<file path="src/rtl/riscv_pkg.sv">
// Shared RISC-V datapath types: ALU operation encoding driven by the control FSM.
package riscv_pkg;

    typedef enum logic [2:0] {
        ALU_ADD = 3'd0,
        ALU_SUB = 3'd1,
        ALU_AND = 3'd2,
        ALU_OR  = 3'd3,
        ALU_XOR = 3'd4
    } alu_ops_t;

endpackage

</file>
<file path="src/rtl/multicycle_ctrl.sv">
// Multicycle RV32 subset control FSM: sequences fetch/decode/execute/memory/writeback.
// Optional feature macro PERF_CNT_EN adds the retired-instruction counter output instret.
module multicycle_ctrl #(
    parameter int unsigned TIMEOUT_CYCLES = 256
) (
    input  logic                 clk,
    input  logic                 rst_n,
    input  logic [6:0]           opcode,
    input  logic [2:0]           funct3,
    input  logic                 funct7_5,
    input  logic                 zero,
    input  logic                 mem_ready,
    output logic                 mem_req,
    output logic                 mem_write,
    output logic                 adr_src,
    output logic                 ir_write,
    output logic                 pc_write,
    output logic                 pc_src,
    output logic                 reg_write,
    output logic [1:0]           alu_src_a,
    output logic [1:0]           alu_src_b,
    output logic [1:0]           result_src,
    output logic [1:0]           imm_src,
    output riscv_pkg::alu_ops_t  alu_ctrl,
    output logic                 trap,
    output logic [1:0]           trap_cause
`ifdef PERF_CNT_EN
    ,
    output logic [31:0]          instret
`endif
);

    localparam logic [3:0] StFetch    = 4'd0;
    localparam logic [3:0] StDecode   = 4'd1;
    localparam logic [3:0] StMemAdr   = 4'd2;
    localparam logic [3:0] StMemRead  = 4'd3;
    localparam logic [3:0] StMemWb    = 4'd4;
    localparam logic [3:0] StMemWrite = 4'd5;
    localparam logic [3:0] StExecR    = 4'd6;
    localparam logic [3:0] StExecI    = 4'd7;
    localparam logic [3:0] StAluWb    = 4'd8;
    localparam logic [3:0] StBranch   = 4'd9;
    localparam logic [3:0] StJal1     = 4'd10;
    localparam logic [3:0] StJal2     = 4'd11;
    localparam logic [3:0] StTrap     = 4'd12;

    localparam logic [6:0] OpLoad   = 7'b0000011;
    localparam logic [6:0] OpStore  = 7'b0100011;
    localparam logic [6:0] OpR      = 7'b0110011;
    localparam logic [6:0] OpI      = 7'b0010011;
    localparam logic [6:0] OpBranch = 7'b1100011;
    localparam logic [6:0] OpJal    = 7'b1101111;

    localparam logic [1:0] CauseIllegal = 2'b01;
    localparam logic [1:0] CauseTimeout = 2'b10;

    // The wait counter only needs to reach TIMEOUT_CYCLES-1; the next stalled cycle traps.
    localparam int unsigned CntW    = (TIMEOUT_CYCLES > 1) ? $clog2(TIMEOUT_CYCLES) : 1;
    localparam logic [CntW-1:0] CntLast = CntW'(TIMEOUT_CYCLES - 1);
    localparam logic WdEn = (TIMEOUT_CYCLES != 0);

    logic [3:0]          r_state;
    logic [3:0]          w_state_d;
    logic [1:0]          r_trap_cause;
    logic [1:0]          w_cause_d;
    logic [CntW-1:0]     r_wait_cnt;
    logic [CntW-1:0]     w_wait_cnt_d;
    logic                w_illegal;
    logic                w_mem_state;
    logic                w_waiting;
    logic                w_timeout;
    logic                w_f3_ok;
    riscv_pkg::alu_ops_t w_f3_op;

    // funct3 map shared by R-type and I-type ALU instructions.
    always_comb begin
        w_f3_ok = 1'b1;
        w_f3_op = riscv_pkg::ALU_ADD;
        case (funct3)
            3'b000:  w_f3_op = riscv_pkg::ALU_ADD;
            3'b100:  w_f3_op = riscv_pkg::ALU_XOR;
            3'b110:  w_f3_op = riscv_pkg::ALU_OR;
            3'b111:  w_f3_op = riscv_pkg::ALU_AND;
            default: w_f3_ok = 1'b0;
        endcase
    end

    assign w_mem_state  = (r_state == StFetch) || (r_state == StMemRead) ||
                          (r_state == StMemWrite);
    assign w_waiting    = w_mem_state && !mem_ready;
    assign w_timeout    = WdEn && w_waiting && (r_wait_cnt == CntLast);
    assign w_wait_cnt_d = (WdEn && w_waiting && !w_timeout) ? r_wait_cnt + 1'b1 : '0;

    always_comb begin
        w_state_d = r_state;
        w_illegal = 1'b0;
        case (r_state)
            StFetch: begin
                if (mem_ready) w_state_d = StDecode;
            end
            StDecode: begin
                case (opcode)
                    OpLoad, OpStore: begin
                        if (funct3 == 3'b010) w_state_d = StMemAdr;
                        else w_illegal = 1'b1;
                    end
                    OpR:   w_state_d = StExecR;
                    OpI:   w_state_d = StExecI;
                    OpBranch: begin
                        if (funct3 == 3'b000 || funct3 == 3'b001) w_state_d = StBranch;
                        else w_illegal = 1'b1;
                    end
                    OpJal:   w_state_d = StJal1;
                    default: w_illegal = 1'b1;
                endcase
            end
            StMemAdr:   w_state_d = (opcode == OpStore) ? StMemWrite : StMemRead;
            StMemRead: begin
                if (mem_ready) w_state_d = StMemWb;
            end
            StMemWrite: begin
                if (mem_ready) w_state_d = StFetch;
            end
            StExecR, StExecI: begin
                if (w_f3_ok) w_state_d = StAluWb;
                else w_illegal = 1'b1;
            end
            StMemWb, StAluWb, StBranch, StJal2: w_state_d = StFetch;
            StJal1:     w_state_d = StJal2;
            StTrap:     w_state_d = StTrap;
            default:    w_state_d = StFetch;
        endcase
        if (w_illegal || w_timeout) w_state_d = StTrap;
    end

    always_comb begin
        w_cause_d = r_trap_cause;
        if (w_timeout) w_cause_d = CauseTimeout;
        else if (w_illegal) w_cause_d = CauseIllegal;
    end

    always_ff @(posedge clk or negedge rst_n) begin
        if (!rst_n) begin
            r_state      <= StFetch;
            r_trap_cause <= 2'b00;
            r_wait_cnt   <= '0;
        end else begin
            r_state      <= w_state_d;
            r_trap_cause <= w_cause_d;
            r_wait_cnt   <= w_wait_cnt_d;
        end
    end

    always_comb begin
        mem_req    = 1'b0;
        mem_write  = 1'b0;
        adr_src    = 1'b0;
        ir_write   = 1'b0;
        pc_write   = 1'b0;
        pc_src     = 1'b0;
        reg_write  = 1'b0;
        alu_src_a  = 2'b00;
        alu_src_b  = 2'b00;
        result_src = 2'b00;
        imm_src    = 2'b00;
        alu_ctrl   = riscv_pkg::ALU_ADD;
        case (r_state)
            StFetch: begin
                mem_req   = 1'b1;
                alu_src_b = 2'b10;
                ir_write  = mem_ready;
                pc_write  = mem_ready;
            end
            // ALUOut captures old_pc + B-immediate so BRANCH can use it as the target.
            StDecode: begin
                alu_src_a = 2'b01;
                alu_src_b = 2'b01;
                imm_src   = 2'b10;
            end
            StMemAdr: begin
                alu_src_a = 2'b10;
                alu_src_b = 2'b01;
                imm_src   = (opcode == OpStore) ? 2'b01 : 2'b00;
            end
            StMemRead: begin
                mem_req = 1'b1;
                adr_src = 1'b1;
            end
            StMemWb: begin
                result_src = 2'b01;
                reg_write  = 1'b1;
            end
            StMemWrite: begin
                mem_req   = 1'b1;
                mem_write = 1'b1;
                adr_src   = 1'b1;
            end
            StExecR: begin
                alu_src_a = 2'b10;
                alu_src_b = 2'b00;
                alu_ctrl  = (funct3 == 3'b000 && funct7_5) ? riscv_pkg::ALU_SUB : w_f3_op;
            end
            StExecI: begin
                alu_src_a = 2'b10;
                alu_src_b = 2'b01;
                alu_ctrl  = w_f3_op;
            end
            StAluWb: begin
                reg_write = 1'b1;
            end
            StBranch: begin
                alu_src_a = 2'b10;
                alu_ctrl  = riscv_pkg::ALU_SUB;
                pc_src    = 1'b1;
                pc_write  = ((funct3 == 3'b000) && zero) || ((funct3 == 3'b001) && !zero);
            end
            StJal1: begin
                alu_src_a  = 2'b01;
                alu_src_b  = 2'b10;
                result_src = 2'b10;
                reg_write  = 1'b1;
            end
            StJal2: begin
                alu_src_a = 2'b01;
                alu_src_b = 2'b01;
                imm_src   = 2'b11;
                pc_write  = 1'b1;
            end
            default: begin
                mem_req = 1'b0;
            end
        endcase
    end

    assign trap       = (r_state == StTrap);
    assign trap_cause = r_trap_cause;

`ifdef PERF_CNT_EN
    logic [31:0] r_instret;
    logic        w_retire;

    assign w_retire = (w_state_d == StFetch) &&
                      ((r_state == StMemWb) || (r_state == StMemWrite) ||
                       (r_state == StAluWb) || (r_state == StBranch) || (r_state == StJal2));

    always_ff @(posedge clk or negedge rst_n) begin
        if (!rst_n) begin
            r_instret <= 32'd0;
        end else if (w_retire) begin
            r_instret <= r_instret + 32'd1;
        end
    end

    assign instret = r_instret;
`endif

endmodule

</file>
<file path="config.mk">
export PLATFORM = sky130hd
export DESIGN_NAME = multicycle_ctrl
export DESIGN_NICKNAME = d
export VERILOG_FILES = /design/src/rtl/riscv_pkg.sv /design/src/rtl/multicycle_ctrl.sv
export SDC_FILE = /design/constraint.sdc
export NUM_CORES = 1
export LEC_CHECK = 0
export ABC_AREA = 1
export ABC_CLOCK_PERIOD_IN_PS = 1300
export CORE_ASPECT_RATIO = 0.7
export CORE_MARGIN = 4
export CORE_UTILIZATION = 38
export CTS_CLUSTER_DIAMETER = 80
export DETAILED_ROUTE_END_ITERATION = 7
export DONT_BUFFER_PORTS = 1
export PLACE_DENSITY = 0.55
export SYNTH_ARGS = -nofsm -noshare
export SYNTH_HDL_FRONTEND = slang
export SYNTH_SLANG_ARGS = --single-unit
</file>
<file path="constraint.sdc">
create_clock -name clk -period 1.3 [get_ports clk]
set_input_delay 0.13 -clock clk [delete_from_list [all_inputs] [get_ports clk]]
set_output_delay 0.13 -clock clk [all_outputs]
set_load 0.05 [all_outputs]
</file>
Word level (Yosys, flattened, before mapping)
Cells that the tools add are included.

storage, ports and cells
  input bits = 15
  output and inout bits = 21
  bits in registers = 14

cells by class
  reductions and logical operators = 29
  muxes and demuxes = 34
  equal/unequal tests = 31
  $add $sub $neg = 1

operators with widths
  operator             number
  $pmux 4 s8           1
  $mux 4               7
  $eq 4x4->1 const B   5
  $pmux 4 s5           1
  $pmux 3 s3           2
  $eq 4x3->1 const B   4
  $eq 7x6->1 const B   2
  $eq 7x7->1 const B   2
  $pmux 2 s2           3
  $reduce_or 3->1      4
  $reduce_or 4->1      3
  $mux 1               11
  $eq 3x3->1 const B   3
  $ne 3x2->1 const B   3
  $add 8x1->8 const B  1
  $eq 4x2->1 const B   2
  $eq 8x8->1 const B   1
  $mux 8               1
  $ne 4x4->1 const B   2
  $reduce_or 2->1      4
  $eq 7x2->1 const B   1
  $eq 7x5->1 const B   1
  $ne 7x2->1 const B   1
  $reduce_and 7->1     1
  15 further kinds     29

Longest topological paths before layout
  word-level depth = 8
  gate-level depth with buffers = 11

Worst setup path before layout
Ideal clock, no wire load.

  kind = flip-flop to output port
  from = register r_state[1]
  to = output pc_write
  data arrival time = 2.746 ns
  slack = -1.576 ns
  path buffers = 1
  cell stages (with the launch flop) = 7
  cells stage by stage = dfrtp_1 -> buf_6 -> inv_1 -> nand2_2 -> nor2_1 -> inv_1 -> o311ai_1

on the way
  longest elaborated chain between the ends = 2
  elaborated cells between the ends (all ways) = 4
  classes of those cells = eq/ne (2); mux (1); reduce/logical (1)

RTL lines
  item                                           RTL line                RTL
  start, declared                                multicycle_ctrl.sv:62   logic [3:0] r_state;
  start signal, assigned                         multicycle_ctrl.sv:144  r_state <= StFetch;
  start signal, assigned                         multicycle_ctrl.sv:148  r_state <= w_state_d;
  $eq 4x4->1 or $logic_not 4->1 (tied branches)  multicycle_ctrl.sv:167  case (r_state)
  $pmux 1 s3 *                                   multicycle_ctrl.sv:167
  end, declared                                  multicycle_ctrl.sv:17   output logic pc_write,

Mark *: on every way between the ends. The rest lies on a longest branch, timed or not.

Worst setup path after layout
Ends and elaborated chain as after synthesis.

==> results by group <==
Clocking
  • # clock sinks: 14
  • Clock transition at path regs: roughly 0.060 ns
  • H-tree depth: 1
  • TritonCTS clock tree: done
  • CTS Buf Count: 3
  • CTS max path bufs: 2
  • Root Buffer Master: clkbuf_8
  • Clk_lat worst skew: 0.25 ns

Yosys
  • Post-synthesis sequential area ratio: 0.299
  • Synth warn: 0
  • Synth cell types: 29
  • Syn Area/Cell: 6.82 um2
  • Synthesized Nets: 188
  • Mapped cell area: 1170 um2
  • Post-Syn Instances: 172
  • FF+latch count, synth: 14

Floorplan
  • Initial Utilization: 0.407
  • # rows: 16
  • Die Wd: roughly 74 um
  • Die area: 4060 um2
  • Die Span Y: 54.5 um
  • I/O pins: 36
  • Core area: 2880 um2

Global routing
  • Vias in the first global route: 1530
  • M2 GR Usage: 0.446
  • GRT Residual Overflow: 0
  • Met1 usage: 0.288
  • Busiest layer in global routing: met2
  • Met3 GRT Util: 0.0587
  • Initial antenna violation count: 0
  • First-pass GRT wire length: 7.45 mm
  • Pin count of the biggest net entering global routing: 15
  • Overall routing resource usage: 0.247

Layout
  • Final cell count without fillers: 276
  • Diode count: 0
  • Layout cells sized above 1: 0.588
  • Area delta synth->final: 99.4%
  • Final Util: 0.812
  • Nets: 257
  • Post-layout instance area: around 2300 um2

Run
  • Max-cap violation count: 0

Worst setup path
  • Critical Path RT: 1.17 ns
  • Cell family with most CP delay: buffers and inverters
  • CP max stage cell: dfrtp_2
  • Worst Path Max Fanout: 7
  • Crit path kind: reg -> out
  • Crit path cell chain: buf_4 > nand2_2 > nor2_4 > inv_1 > o311ai_4 > buf_12
  • Buf/Inv on CP: 3
  • Crit end category: primary output
  • Slowest stage delay, CP: around 0.48 ns
  • Startpoint Class: register
  • WP data arrival: 1.60 ns

Placed design
  • Final RePlAce weighted congestion: 0.855
  • Placed Area: between 1500 and 2000 um2
  • DP HPWL: 3.00 mm
  • Dpl ws: -0.165 ns
  • # port buffers: 0
  • Placed Cells incl. Taps: roughly 250

STA
  • Fmax: 0.579 GHz
  • Fin. Hold Viols: 0
  • TNS Setup: -9.86 ns
  • Fin crit share: 1.33
  • RSZ-0062 raised after global routing: true
  • # setup viols final: 33
  • Tmin final: 1.73 ns
  • Min Hold Slack: 0.107 ns
  • Worst clock skew: 0.00394 ns
  • Max_slew headroom: 0.543
  • Final Max Tran Viols: 0
  • Final Worst Setup Slack: -0.426 ns
  • Worst slew pin tran: 0.683 ns

Drt
  • DRT Wirelength: 4.80 mm
  • Vias post-DR: 1441
  • Post-DRT Antenna Nets: 0
  • Vias/cell: 5.22
  • Drt drc: 0
  • First-pass iteration count of the detailed router: 4
  • DR iter-0 viols: 46
  • WL/cell: ~17 um

Power
  • Total power divided by cell area: approximately 2200 nW/um2
  • Maximum vdd drop: between 1 and 1.5 mV
  • Total Power: 5.14 mW
  • Leakage: about 1.1 nW

Status
  • Status: finished with violations
  • Violated checks: negative setup slack

Worst hold path
  • HP Class: in -> reg
-- cells by family after synthesis --
| family | count (synthesis) | share of synthesized area |
|---|---|---|
| buffers and inverters | 32 | 0.109 |
| and+or+nand+nor | 108 | 0.478 |
| AOI/OAI and AO/OA | 13 | 0.0746 |
| DFF | 14 | 0.299 |
| xor gates and xnor gates | 4 | 0.0299 |
| adders and majority gates | 1 | 0.0107 |
-- path summary, 6_finish.rpt --
kind / from / end / slack [ns] / cells after the start
setup / recovery: r_state[1] / pc_write / -0.43 / 6
hold / removal: mem_ready / r_state[2] / 0.11 / 3
setup reg to reg: r_state[2] / r_wait_cnt[7] / -0.35 / 11
hold reg to reg: trap_cause[0] / trap_cause[0] / 0.51 / 2
max in group asynchronous: rst_n / r_state[0] / 0.46 / 1
min in group asynchronous: rst_n / r_wait_cnt[3] / 0.36 / 1
-- worst reg2reg max path, stage by stage (launching register included) --
cell,delay (ns)
dfrtp_2,0.44
inv_2,0.07
nor2_4,0.16
buf_4,0.14
buf_6,0.09
nand2_4,0.06
nand3_4,0.08
buf_12,0.12
nand2_8,0.06
inv_6,0.08
o21ai_4,0.10
nor3b_2,0.18
-- layer usage --
layer / share of wire / vias to the layer above
met5: 0 / -
met4: 0.017 / 0
met3: 0.039 / 8
met2: 0.51 / 39
met1: 0.43 / 719
li1: - / 675
-- area by class of cell --
class | instances | area [um2]
multi-input combinational | 126 | 1020
timing repair buffer | 65 | 732
fill | 162 | 543
sequential | 14 | 355
inverter | 31 | 131
clock buffer | 4 | 55.1
tap | 36 | 45.0
-- cells in the mapped netlist (all sizes together) --
| library cell | instances | share of area |
|---|---|---|
| nor2 | 41 | 0.17 |
| nand2 | 38 | 0.13 |
| inv | 31 | 0.099 |
| nand3 | 17 | 0.085 |
| dfrtp | 14 | 0.30 |
| o21ai | 6 | 0.035 |
| nand4 | 4 | 0.021 |
| a21oi | 3 | 0.013 |
| nand3b | 2 | 0.013 |
| nor3 | 2 | 0.017 |
| nor3b | 2 | 0.021 |
| xnor2 | 2 | 0.015 |
| xor2 | 2 | 0.015 |
| a41oi | 1 | 0.0075 |
| buf | 1 | 0.0096 |
| ha | 1 | 0.011 |
| nor4b | 1 | 0.0075 |
| o211ai | 1 | 0.0064 |
| o22ai | 1 | 0.0053 |
| o311ai | 1 | 0.0075 |
| or2 | 1 | 0.0053 |
-- report_power, final --
part,leakage [nW],internal [mW],total (mW),switching (mW)
combinational,0.904,1.79,4.06,2.27
clock,0.0288,0.269,0.436,0.167
sequential,0.180,0.517,0.642,0.125
total,1.11,2.58,5.14,2.56
-- cell usage in the layout, fill, tap and decap left out, types with 6 or more instances in the layout --
| cell | Yosys | final |
|---|---|---|
| dfrtp_1 | 14 | 10 |
| inv_1 | 25 | 18 |
| buf_4 | 0 | 29 |
| buf_8 | 0 | 6 |
| buf_6 | 1 | 19 |
| inv_2 | 6 | 8 |
| nand3_1 | 14 | 9 |
| nor2_1 | 32 | 19 |
| nor2_2 | 5 | 6 |
| nand3_4 | 0 | 6 |
| nor2_4 | 3 | 15 |
| nand2_1 | 33 | 25 |
| buf_12 | 0 | 10 |
-- flip-flops by register name (all words and copies together), names as in the netlist --
| register | cells |
|---|---|
| trap_cause | 2 |
| r_state | 4 |
| r_wait_cnt | 8 |
-- what timing repair did --
action,CTS,global route
pin swaps,17,5
setup endpoints to repair,33,33
gates resized for setup,70,16
hold buffers,1,0
hold endpoints to repair,14,0
setup buffers,13,7
(Power assumes the default switching activity.)
